**src/rtl/ram_pkg.sv**
```systemverilog
// Shared defaults and FSM state encoding for the RAM-backed FIFO controller.
// Latency: n/a (types and constants only).
// Backpressure: n/a.
package ram_pkg;

  localparam int DEF_DATA_W = 8;
  localparam int DEF_ADDR_W = 3;
  localparam int DEF_SIZE   = 1 << DEF_ADDR_W;

  // IDLE: nothing held or in flight; FETCH: RAM read issued last cycle;
  // HOLD: out_data carries the head entry.
  typedef enum logic [1:0] {
    ST_IDLE  = 2'd0,
    ST_FETCH = 2'd1,
    ST_HOLD  = 2'd2
  } fifo_state_e;

endpackage

```
**src/rtl/ram_fifo_ctrl.sv**
```systemverilog
// FIFO controller using an external single-port synchronous RAM as storage.
// Latency: a write into an empty FIFO shows out_valid three cycles later; one bubble per pop.
// Backpressure: in_ready drops when storage is full or when a read fetch owns the RAM port.
module ram_fifo_ctrl
  import ram_pkg::*;
#(
  parameter int DATA_W = DEF_DATA_W,
  parameter int ADDR_W = DEF_ADDR_W,
  parameter int SIZE   = DEF_SIZE
) (
  input  logic              clk,
  input  logic              rst,
  input  logic              in_valid,
  input  logic [DATA_W-1:0] in_data,
  output logic              in_ready,
  output logic              out_valid,
  output logic [DATA_W-1:0] out_data,
  input  logic              out_ready,
  output logic              ram_we,
  output logic [ADDR_W-1:0] ram_addr,
  output logic [DATA_W-1:0] ram_wdata,
  input  logic [DATA_W-1:0] ram_rdata,
  output logic [ADDR_W:0]   count,
  output logic              full,
  output logic              empty
);

  localparam logic [ADDR_W:0]   SIZE_C   = (ADDR_W+1)'(SIZE);
  localparam logic [ADDR_W:0]   CNT_ONE  = (ADDR_W+1)'(1);
  localparam logic [ADDR_W-1:0] PTR_ONE  = ADDR_W'(1);
  localparam logic [ADDR_W-1:0] PTR_LAST = ADDR_W'(SIZE - 1);

  fifo_state_e       state_q;
  logic [ADDR_W-1:0] wr_ptr_q, wr_ptr_d;
  logic [ADDR_W-1:0] rd_ptr_q, rd_ptr_d;
  logic [ADDR_W:0]   mem_count_q, mem_count_d;
  logic              out_valid_q;
  logic [DATA_W-1:0] out_data_q;

  logic              pop;
  logic              fetch_issue;
  logic              wr_accept;
  logic              mem_full;
  logic              mem_nonempty;
  logic [ADDR_W:0]   count_w;

  // Pointers wrap at SIZE-1 so non-power-of-two depths still work.
  function automatic logic [ADDR_W-1:0] ptr_next(input logic [ADDR_W-1:0] p);
    return (p == PTR_LAST) ? '0 : (p + PTR_ONE);
  endfunction

  // Handshake decode: a fetch always has priority over a write for the RAM port.
  always_comb begin
    pop          = out_valid_q && out_ready;
    mem_nonempty = (mem_count_q != '0);
    mem_full     = (mem_count_q == SIZE_C);
    fetch_issue  = !rst && mem_nonempty &&
                   ((state_q == ST_IDLE) || ((state_q == ST_HOLD) && pop));
    in_ready     = !rst && !mem_full && !fetch_issue;
    wr_accept    = in_valid && in_ready;
  end

  // RAM port mux: read address while fetching, otherwise the write pointer.
  always_comb begin
    ram_we    = wr_accept;
    ram_addr  = fetch_issue ? rd_ptr_q : wr_ptr_q;
    ram_wdata = in_data;
  end

  // Next-state for pointers and the RAM occupancy counter.
  always_comb begin
    wr_ptr_d    = wr_ptr_q;
    rd_ptr_d    = rd_ptr_q;
    mem_count_d = mem_count_q;
    if (wr_accept) begin
      wr_ptr_d    = ptr_next(wr_ptr_q);
      mem_count_d = mem_count_q + CNT_ONE;
    end else if (fetch_issue) begin
      rd_ptr_d    = ptr_next(rd_ptr_q);
      mem_count_d = mem_count_q - CNT_ONE;
    end
  end

  // Pointer and occupancy registers.
  always_ff @(posedge clk) begin
    if (rst) begin
      wr_ptr_q    <= '0;
      rd_ptr_q    <= '0;
      mem_count_q <= '0;
    end else begin
      wr_ptr_q    <= wr_ptr_d;
      rd_ptr_q    <= rd_ptr_d;
      mem_count_q <= mem_count_d;
    end
  end

  // Output FSM: capture read data one cycle after a fetch and hold it until popped.
  always_ff @(posedge clk) begin
    if (rst) begin
      state_q     <= ST_IDLE;
      out_valid_q <= 1'b0;
      out_data_q  <= '0;
    end else begin
      case (state_q)
        ST_IDLE: begin
          if (fetch_issue) state_q <= ST_FETCH;
        end
        ST_FETCH: begin
          out_data_q  <= ram_rdata;
          out_valid_q <= 1'b1;
          state_q     <= ST_HOLD;
        end
        ST_HOLD: begin
          if (pop) begin
            out_valid_q <= 1'b0;
            state_q     <= fetch_issue ? ST_FETCH : ST_IDLE;
          end
        end
        default: begin
          out_valid_q <= 1'b0;
          state_q     <= ST_IDLE;
        end
      endcase
    end
  end

  // Occupancy includes the in-flight fetch and the held head entry.
  always_comb begin
    count_w   = mem_count_q + (ADDR_W+1)'(state_q == ST_FETCH) + (ADDR_W+1)'(out_valid_q);
    count     = rst ? '0 : count_w;
    full      = !rst && mem_full;
    empty     = rst || (count_w == '0);
    out_valid = out_valid_q;
    out_data  = out_data_q;
  end

endmodule

```
**config.mk**
```make
export PLATFORM = sky130hd
export DESIGN_NAME = ram_fifo_ctrl
export DESIGN_NICKNAME = d
export VERILOG_FILES = /design/src/rtl/ram_pkg.sv /design/src/rtl/ram_fifo_ctrl.sv
export SDC_FILE = /design/constraint.sdc
export NUM_CORES = 1
export LEC_CHECK = 0
export BUFFER_PORTS_ARGS = -buffer_cell sky130_fd_sc_hd__clkbuf_2
export CORE_MARGIN = 2
export CORE_UTILIZATION = 35
export CTS_CLUSTER_SIZE = 14
export DETAILED_ROUTE_END_ITERATION = 10
export SYNTH_ARGS = -nofsm -noshare
export SYNTH_HDL_FRONTEND = slang
export SYNTH_SLANG_ARGS = --single-unit
```
**constraint.sdc**
```tcl
create_clock -name clk -period 2.4 [get_ports clk]
set_clock_uncertainty 0.15 [all_clocks]
set_input_delay 0.12 -clock clk [delete_from_list [all_inputs] [get_ports clk]]
set_output_delay 0.12 -clock clk [all_outputs]
set_load 0.05 [all_outputs]
```
==> results of run 1 <==
[routing by layer]
metal	part of all wire	up-vias	GRT usage
met2	0.52	33	0.251
met4	0.013	0	0.0638
met3	0.048	4	0.0331
met1	0.42	491	0.171
met5	0	-	0
li1	-	534	-
[worst reg2reg max path, stage by stage, from the launching register on]
cell and delay (ps):
dfxtp_2 360, a21boi_2 160, or4_4 460, nand3_4 130, ha_1 240, nand3_1 140, nand2_1 80, mux2_2 280
a211oi_2 200
[metrics by stage]
stage	TNS (ps)	setup WS, ps	instances	area [µm²]
floorplan	-151	-151	133	1190
finish	0	129	225	1620
global route	0	27.1	225	1620
global placement	0	148	211	1420
CTS	0	9.54	225	1570
detailed placement	0	43.4	211	1420
[cell type report]
type	instances	area, µm²
Clock buffer	3	22.5
Clock inverter	1	5.00
Fill cell	345	1670
Inverter	7	27.5
Multi-Input combinational cell	93	719
Sequential cell	21	425
Tap cell	46	57.6
Timing Repair Buffer	54	362
[sequential cells by signal (all words and copies together) (netlist names)]
register and cells:
out_valid 1, mem_count_q 4, rd_ptr_q 3, wr_ptr_q 3, out_data 8, state_q 2
[power by group]
group | switching (mW) | total [mW] | internal [mW]
logic | 0.873 | 1.44 | 0.568
registers | 0.0823 | 0.541 | 0.459
clock network | 0.107 | 0.170 | 0.0621
[kinds of logic (layout without fill, tap and decap cells)]
family          after synthesis  count (layout)  share of synthesized area
fa+ha+maj                     9               9                      0.108
mux                           9               9                     0.0805
simple gates                 50              50                      0.213
buf+inv                      19              65                     0.0879
xor+xnor                      3               3                     0.0222
compound gates               22              22                      0.132
flops                        21              21                      0.356
[cells in the final DEF, fill, tap and decap left out, types with 2 or more instances in the layout]
cell type and instances:
inv_1 5, clkbuf_2 30, nand2_1 21, dfxtp_1 17, clkbuf_4 3, nor3_1 2
o21ai_0 2, nand3_1 2, xnor2_2 2, buf_4 13, mux2_2 4, dlygate4sd3_1 10
nor2_1 10, nor2_2 3, clkinv_2 2, ha_1 6, mux2i_1 5, a21oi_1 12
dfxtp_2 4
[worst paths after layout]
check                                                   end  depth (start not counted)
worst min register to register     out_data[3]$_SDFFE_PP0N_                          2
worst max register to register  mem_count_q[3]$_SDFFE_PP0P_                          8
worst min-delay path            mem_count_q[1]$_SDFFE_PP0P_                          3
worst max-delay path                                  empty                          8
[timing repair]
| item | in CTS | in global routing |
|---|---|---|
| gates cloned | 0 | 0 |
| setup endpoints to repair | 2 | 5 |
| hold buffers | 10 | 0 |
| hold endpoints to repair | 10 | 0 |
| resized for setup | 7 | 10 |
| pin swaps | 0 | 2 |
==> out/qor.csv, run 1 <==
stage,metric,value,unit
timing,Fin Hold WS,87.7,ps
detailed_routing,DRC viols,0,
global_routing,first-pass GRT wire length,4.14,mm
run_status,outcome,finished clean,
timing,Rel. slew slack,0.676,
global_routing,Total Routing Usage GR,0.146,
floorplanning,Starting Density,0.360,
final_layout,Nets,209,
power,Design Power,2.15,mW
critical_path,crit path buf inv count,3,
logic_synthesis,post-synthesis sequential area ratio,0.356,
clocking,CTS tree,done,
logic_synthesis,Post-synth top cells,"21 x dfxtp_1, 21 x nand2_1, 13 x a21oi_1, 13 x nor2_1, 8 x buf_4",
clocking,root buf cell,clkbuf_4,
logic_synthesis,post-synthesis register bit count,21,
final_layout,ratio of cells with drive above 1 in the final layout,0.425,
placement,dpl hpwl,1.98,mm
timing,final hold vios,0,
critical_path,Setup CP Type,reg -> out,
placement,PortBufs,31,
clocking,CTS Buf Count,3,
clocking,Post-CTS Setup Bufs,0,
timing,endpoints failing setup,0,
logic_synthesis,top cell type's share of synthesized area,0.356,
critical_path,worst r2r src,state_q[1]$_SDFFE_PP0P_,
logic_synthesis,Synth Instances,133,
logic_synthesis,Synthesized Nets,162,
detailed_routing,drt total wl,2.56,mm
detailed_routing,routed len/inst,11.4,µm
timing,Worst Max-Slew Pin Slew,482,ps
critical_path,CP endpoint kind,output port,
floorplanning,FP Rows,21,
power,Leak,0.736,nW
critical_path,CP max-delay cell,dfxtp_2,
floorplanning,CORE AREA,3280,µm²
global_routing,largest net degree at the start of global routing,20,
detailed_routing,Routed Antenna Nets,0,
hold_path,Hold Crit Class,in -> reg,
timing,Max Fclk,0.440,GHz
logic_synthesis,synthesized area per cell,8.88,µm²
timing,Tcrit/Tclk final,0.946,
critical_path,crit-path cells,nor2b_4 -> clkinv_2 -> fa_2 -> inv_2 -> and3_4 -> xnor2_2 -> a41o_2 -> clkbuf_8,
floorplanning,Die Y,62.1,µm
timing,RSZ-0062 raised after global routing,no,
timing,post-route minimum period,2270,ps
critical_path,Worst Path Max Fanout,3,
logic_synthesis,Synth Flop Type,dfxtp_1,
floorplanning,die area,3860,µm²
clocking,"Reg clk slew, reported paths",120,ps
critical_path,"delay-heaviest family, CP",flip-flops,
final_layout,Final Core Density,0.493,
clocking,clock insertion delay at the later pin of the skew report,300,ps
clocking,Max clock buf depth,2,
logic_synthesis,Synth area leader,dfxtp_1,
logic_synthesis,Netlist cell types,35,
placement,GPL Wtd Cong,0.828,
critical_path,Worst EP required,2130,ps
clocking,H-tree levels,1,
critical_path,"slowest stage delay, CP",360,ps
logic_synthesis,yosys warns,0,
critical_path,"setup slack, reg-to-reg",150,ps
logic_synthesis,Post-Syn Area,1180,µm²
power,Worst VDD drop,0.448,mV
critical_path,WP data arrival,2000,ps
floorplanning,Die W,62.1,µm
logic_synthesis,Post-synth EDFFs,0,
flow_run,max cap viols,0,
critical_path,Critical Path Source Type,register,
detailed_routing,DR pass1 iterations,4,
power,pwr dens,1330,nW/µm²
logic_synthesis,ys async rst share,0,
detailed_routing,vias per inst,4.72,
clocking,total clock sinks,21,
detailed_routing,DR vias,1062,
detailed_routing,Detailed Route Iter0 Violations,35,
global_routing,total gr overflow,0,
global_routing,initial antenna violation count,0,
timing,Slew Limit Fails,0,
final_layout,area growth from synthesis to final layout,37.1,%
critical_path,Critical Path Start,state_q[0]$_SDFFE_PP0P_,
logic_synthesis,"top cells by area, synth","dfxtp_1 36%, ha_1 7.4%, nand2_1 6.7%",
global_routing,number of global-route vias before repair,981,
floorplanning,boundary pin count,48,
final_layout,Diodes inserted,0,
hold_path,hold_sp,rst,
Note: power is estimated with default switching activity, not from simulation.
==> run 2, diff against run 1 <==
CORE_MARGIN = 1.5   (was 2)
SKIP_LAST_GASP = 1   (was not set)
clock period = 2.05 ns   (was 2.4 ns; I/O delays follow)
==> run 2 against run 1 <==
  * The flow now finishes with violations (negative setup slack)
  * First-iteration DRC count is 40% lower
  * Global-route usage grew 2.3 points
  * Count of clock-buffer cells in the layout did not move
  * Total power increased by 47%
  * Setup slack worse by 330 ps
  * Combinational power increased by 60%
  * Critical endpoint is now mem_count_q[3]$_SDFFE_PP0P_
==> out/qor.csv, run 2 (synthesized netlist as in run 1, its figures left out) <==
stage,metric,value,unit
final_layout,Post-Layout Cell Count,243,
detailed_routing,Routed Antenna Nets,0,
clocking,root buf cell,clkbuf_4,
floorplanning,boundary pin count,48,
timing,final hold vios,0,
critical_path,CP Capture Point,mem_count_q[3]$_SDFFE_PP0P_,
final_layout,Diodes inserted,0,
flow_run,max cap viols,0,
critical_path,FF-to-FF path depth,8,
timing,endpoints failing setup,12,
global_routing,Total Routing Usage GR,0.168,
final_layout,Nets,229,
placement,dpl hpwl,1.95,mm
detailed_routing,drt total wl,3.04,mm
clocking,CTS tree,done,
power,Sw Pwr,1.44,mW
critical_path,CP endpoint kind,register,
floorplanning,Starting Density,0.378,
detailed_routing,DRC viols,0,
power,Logic pwr share,0.729,
final_layout,ratio of cells with drive above 1 in the final layout,0.528,
floorplanning,FP Rows,20,
clocking,CTS Buf Count,3,
clocking,"Reg clk slew, reported paths",120,ps
critical_path,Worst EP required,2130,ps
floorplanning,CORE AREA,3130,µm²
power,Design Power,3.17,mW
detailed_routing,DR pass1 iterations,4,
global_routing,number of global-route vias before repair,1116,
critical_path,worst r2r src,state_q[0]$_SDFFE_PP0P_,
detailed_routing,Detailed Route Iter0 Violations,21,
timing,Rel. slew slack,0.649,
final_layout,most frequent cells in the layout,"23 x buf_4, 22 x clkbuf_2, 21 x nand2_1, 14 x dfxtp_1, 12 x buf_6",
timing,Final WS setup,-204,ps
clocking,total clock sinks,21,
timing,Worst Max-Slew Pin Slew,523,ps
timing,Slew Limit Fails,0,
floorplanning,die area,3730,µm²
placement,Cells after DPL,215,
detailed_routing,DR vias,1145,
clocking,H-tree levels,1,
critical_path,Critical Path Source Type,register,
critical_path,Critical Path Start,state_q[0]$_SDFFE_PP0P_,
timing,Tcrit/Tclk final,1.10,
global_routing,first-pass GRT wire length,4.67,mm
clocking,clock insertion delay at the later pin of the skew report,300,ps
power,internal power,1.72,mW
detailed_routing,routed len/inst,12.5,µm
run_status,failing checks,negative setup slack,
final_layout,max FFs per register,8,
floorplanning,Die W,61.1,µm
power,Worst VDD drop,0.628,mV
hold_path,Hold Crit Class,in -> out,
power,Leak,0.885,nW
power,Reg power frac,0.209,
timing,post-route minimum period,2250,ps
power,pwr dens,1580,nW/µm²
global_routing,initial antenna violation count,0,
power,switching portion of total power,0.456,
detailed_routing,vias per inst,4.71,
final_layout,Final Core Density,0.638,
placement,GPL Wtd Cong,0.786,
critical_path,Worst Path Max Fanout,3,
final_layout,"commonest non-fill, non-tap cell in the layout",buf_4,
critical_path,"setup slack, reg-to-reg",-200,ps
floorplanning,Die Y,61.1,µm
run_status,outcome,"complete, but fails checks",
global_routing,largest net degree at the start of global routing,27,
critical_path,r2r endpoint,mem_count_q[3]$_SDFFE_PP0P_,
global_routing,total gr overflow,0,
critical_path,WP data arrival,2330,ps
clocking,Max clock buf depth,2,
power,clock power share,0.063,
timing,Max Fclk,0.444,GHz
critical_path,Setup CP Type,reg -> reg,
placement,PortBufs,31,
timing,RSZ-0062 raised after global routing,yes,
final_layout,area growth from synthesis to final layout,69.1,%
run 2: changes by cell type in the layout (fill, tap and decap cells not counted), moves of 3 or more:
cell / before / now
buf_4: 13 / 23
buf_6: 0 / 12
buf_8: 0 / 6
clkbuf_2: 30 / 22
dfxtp_1: 17 / 14
mux2_2: 4 / 1
mux2_4: 0 / 3
nor2_4: 0 / 3
run 2: worst min-delay path by stage:
| stage | startpoint | end | slack, ps | cells past startpoint |
|---|---|---|---|---|
| 2_1_floorplan | rst | state_q[0]$_SDFFE_PP0P_ | 50 | 1 |
| 3_3_place_gp | in_data[0] | ram_wdata[0] | 60 | 0 |
| 3_5_place_dp | in_data[0] | ram_wdata[0] | 60 | 0 |
| 4_1_cts | in_data[0] | ram_wdata[0] | 60 | 0 |
| 5_1_grt | in_data[5] | ram_wdata[5] | 60 | 0 |
| 6_report | in_data[0] | ram_wdata[0] | 60 | 0 |
run 2: through the flow:
| stage | worst slack [ps] | TNS (ps) | area [µm²] | hold slack (ps) |
|---|---|---|---|---|
| 3_5_place_dp | -169 | -424 | 1530 | 55.6 |
| 5_1_grt | -298 | -2370 | 2000 | 55.1 |
| 3_3_place_gp | -148 | -242 | 1530 | 55.6 |
| 4_1_cts | -196 | -1300 | 1850 | 55.6 |
| 6_report | -204 | -1010 | 2000 | 55.0 |
| 2_1_floorplan | -206 | -297 | 1250 | 46.8 |
run 2: per-layer routing:
layer | wire, µm | track usage | vias up
met1 | 1220 | 0.202 | 537
li1 | - | - | 576
met2 | 1660 | 0.293 | 26
met4 | 46 | 0.0870 | 0
met3 | 113 | 0.0210 | 6
met5 | 0 | 0 | -
run 2: worst max-delay path, cell delays in order, from the launching register on:
cell and delay, ps:
dfxtp_2 340, buf_4 130, or4_4 530, nand3_4 110
ha_4 230, a21oi_4 140, nand2_1 70, mux2_2 280
a211oi_2 210
run 2: area by class of cell:
class	instances	area (µm²)
Tap cell	44	55.1
Multi-Input combinational cell	93	813
Fill cell	279	1130
Inverter	7	33.8
Timing Repair Buffer	74	633
Sequential cell	21	434
Clock buffer	3	22.5
Clock inverter	1	5.00
run 2: repair_timing:
item                       CTS  global route
buffers inserted             7             7
pin swaps                    6             6
hold endpoints to repair    10             0
setup endpoints to repair   10            13
hold buffers                10             0
gates resized for setup     33            31
run 2: power groups by stage:
| stage | Combinational [mW] | Sequential (mW) | Clock (mW) |
|---|---|---|---|
| floorplan | 1.08 | 0.827 | 0 |
| global placement | 1.68 | 0.636 | 0 |
| detailed placement | 1.72 | 0.645 | 0 |
| CTS | 2.04 | 0.647 | 0.209 |
| global route | 2.49 | 0.675 | 0.231 |
| finish | 2.31 | 0.661 | 0.198 |
==> run 3, diff against run 2 <==
==> constraint.sdc (replaced) <==
create_clock -name clk -period 2.05 [get_ports clk]
set_clock_uncertainty 0.15 [all_clocks]
set_input_delay 0.3075 -clock clk [delete_from_list [all_inputs] [get_ports clk]]
set_output_delay 0.3075 -clock clk [all_outputs]
set_load 0.05 [all_outputs]
==> run 3 against run 2 <==
  * The flow still finishes with violations (negative setup slack)
  * Critical endpoint is now empty
  * Setup slack worse by 200 ps
  * Cell count down 2.5%
  * Total power up 5.6%
  * Count of clock-buffer cells in the layout unchanged
  * First-iteration DRC count down 9.5%
  * Register-to-register slack worse by 90 ps
  * Via count down 2.0%
  * Largest power group unchanged
  * Largest cell class unchanged
  * Highest routed layer unchanged
  * Clock power up 5%
  * Critical path depth unchanged
==> out/qor.csv, run 3 (synthesized netlist as in run 1, its figures left out) <==
stage,metric,value,unit
critical_path,WP data arrival,2000,ps
final_layout,"commonest non-fill, non-tap cell in the layout",buf_4,
final_layout,Nets,223,
clocking,root buf cell,clkbuf_4,
detailed_routing,Routed Antenna Nets,0,
hold_path,Hold Crit Class,in -> reg,
flow_run,max cap viols,0,
timing,endpoints failing setup,12,
timing,Slew Limit Fails,0,
floorplanning,FP Rows,20,
critical_path,"delay-heaviest family, CP",adder cells,
detailed_routing,DRC viols,0,
global_routing,initial antenna violation count,0,
floorplanning,Die W,61.1,µm
timing,final hold vios,0,
power,pwr dens,1700,nW/µm²
final_layout,Final Core Density,0.628,
clocking,CTS tree,done,
placement,pre-CTS setup slack,-308,ps
power,Leak,0.875,nW
global_routing,Total Routing Usage GR,0.166,
timing,Tcrit/Tclk final,1.20,
critical_path,CP max-delay cell,dfxtp_4,
clocking,"Reg clk slew, reported paths",130,ps
floorplanning,Starting Density,0.378,
detailed_routing,DR vias,1122,
timing,Max Fclk,0.408,GHz
timing,Final WS setup,-403,ps
run_status,outcome,"complete, but fails checks",
clocking,CTS Buf Count,3,
critical_path,Worst Path Max Fanout,3,
global_routing,total gr overflow,0,
final_layout,area growth from synthesis to final layout,66.2,%
floorplanning,CORE AREA,3130,µm²
power,Worst VDD drop,0.621,mV
critical_path,"slowest stage delay, CP",370,ps
placement,GPL Wtd Cong,0.824,
critical_path,crit path buf inv count,4,
final_layout,Diodes inserted,0,
clocking,clock insertion delay at the later pin of the skew report,300,ps
critical_path,Critical Path Source Type,register,
floorplanning,die area,3730,µm²
detailed_routing,DR pass1 iterations,4,
critical_path,CP endpoint kind,output port,
clocking,Max clock buf depth,2,
power,clock power share,0.062,
final_layout,ratio of cells with drive above 1 in the final layout,0.585,
global_routing,number of global-route vias before repair,1172,
critical_path,CP most frequent cell,inv_2,
floorplanning,boundary pin count,48,
detailed_routing,vias per inst,4.73,
critical_path,Setup CP Type,reg -> out,
detailed_routing,Detailed Route Iter0 Violations,19,
timing,Rel. slew slack,0.776,
detailed_routing,routed len/inst,11.7,µm
timing,Worst Max-Slew Pin Slew,335,ps
power,switching portion of total power,0.443,
timing,post-route minimum period,2450,ps
power,Reg power frac,0.199,
run_status,failing checks,negative setup slack,
timing,RSZ-0062 raised after global routing,yes,
global_routing,largest net degree at the start of global routing,19,
floorplanning,Die Y,61.1,µm
power,internal power,1.86,mW
clocking,hold_buf cts,0,
detailed_routing,drt total wl,2.77,mm
critical_path,Worst EP required,1590,ps
critical_path,crit-path cells,nor2b_4 -> clkinv_4 -> fa_2 -> inv_2 -> ha_2 -> inv_2 -> a41o_4 -> clkbuf_16,
placement,dpl hpwl,2.15,mm
power,Logic pwr share,0.739,
power,Sw Pwr,1.48,mW
clocking,H-tree levels,1,
final_layout,max FFs per register,8,
placement,PortBufs,31,
clocking,total clock sinks,21,
final_layout,most frequent cells in the layout,"30 x buf_4, 20 x clkbuf_2, 18 x nand2_1, 14 x dfxtp_1, 12 x a21oi_1",
global_routing,first-pass GRT wire length,4.76,mm
==> run 3: cell types whose count changed in the layout (fill, tap and decap cells not counted), sizes merged <==
| cell | previous run | this run |
|---|---|---|
| buf | 41 | 46 |
| clkinvlp | 0 | 1 |
| clkinv | 2 | 1 |
| dlygate4sd3 | 10 | 0 |
| clkbuf | 26 | 25 |
==> run 3: metal layers <==
layer  routed length [µm]  share of wire  vias to the layer above  track usage
met5                    0              0                        -            0
li1                     -              -                      562            -
met3                   61          0.022                        6       0.0189
met2                 1570           0.57                       21        0.327
met1                 1120           0.40                      533        0.190
met4                   27         0.0097                        0       0.0373
==> run 3: path summary, 6_finish.rpt <==
kind	start	to	slack, ps	cells after the start
max	state_q[0]$_SDFFE_PP0P_	empty	-400	8
min	ram_rdata[4]	out_data[4]$_SDFFE_PP0N_	60	3
max reg2reg	state_q[0]$_SDFFE_PP0P_	mem_count_q[3]$_SDFFE_PP0P_	-290	8
min reg2reg	out_data[5]$_SDFFE_PP0N_	out_data[5]$_SDFFE_PP0N_	310	2
==> run 3: through the flow <==
step	cells	TNS, ps	power [mW]	cell area [µm²]	hold slack [ps]
finish	237	-3260	3.34	1960	59.1
floorplan	133	-683	2.00	1310	282
CTS	234	-3400	3.14	1880	50.2
global placement	227	-1560	2.58	1670	291
global route	237	-4140	3.56	1960	46.1
detailed placement	227	-1770	2.63	1670	301
==> run 3: worst reg2reg max path, stage by stage, from the launching register on <==
cell and delay (ps):
dfxtp_4 370, buf_4 130, or4_4 560, nand3_4 130, ha_4 230, a21oi_4 140, nand2_2 70, mux2_4 300
a211oi_2 200
==> run 3: what timing repair did <==
item	4_1_cts	5_1_grt
endpoints found under the setup margin	13	17
setup buffers	3	3
resized for setup	38	21
pin swaps	9	5
hold endpoints to repair	0	0
==> run 3: layout make-up <==
type / count / area [µm²]
well taps: 44 / 55.1
clock buffers: 3 / 22.5
clock inverters: 1 / 7.51
inverters: 7 / 31.3
fillers: 261 / 1160
flip-flops and latches: 21 / 437
repair buffers: 68 / 586
multi-input cells: 93 / 825
==> run 3: power groups by stage <==
stage	Combinational, mW	Clock, mW	Sequential [mW]
floorplan	1.16	0	0.840
global placement	1.94	0	0.640
detailed placement	1.98	0	0.649
CTS	2.28	0.214	0.650
global route	2.64	0.234	0.684
finish	2.47	0.208	0.664
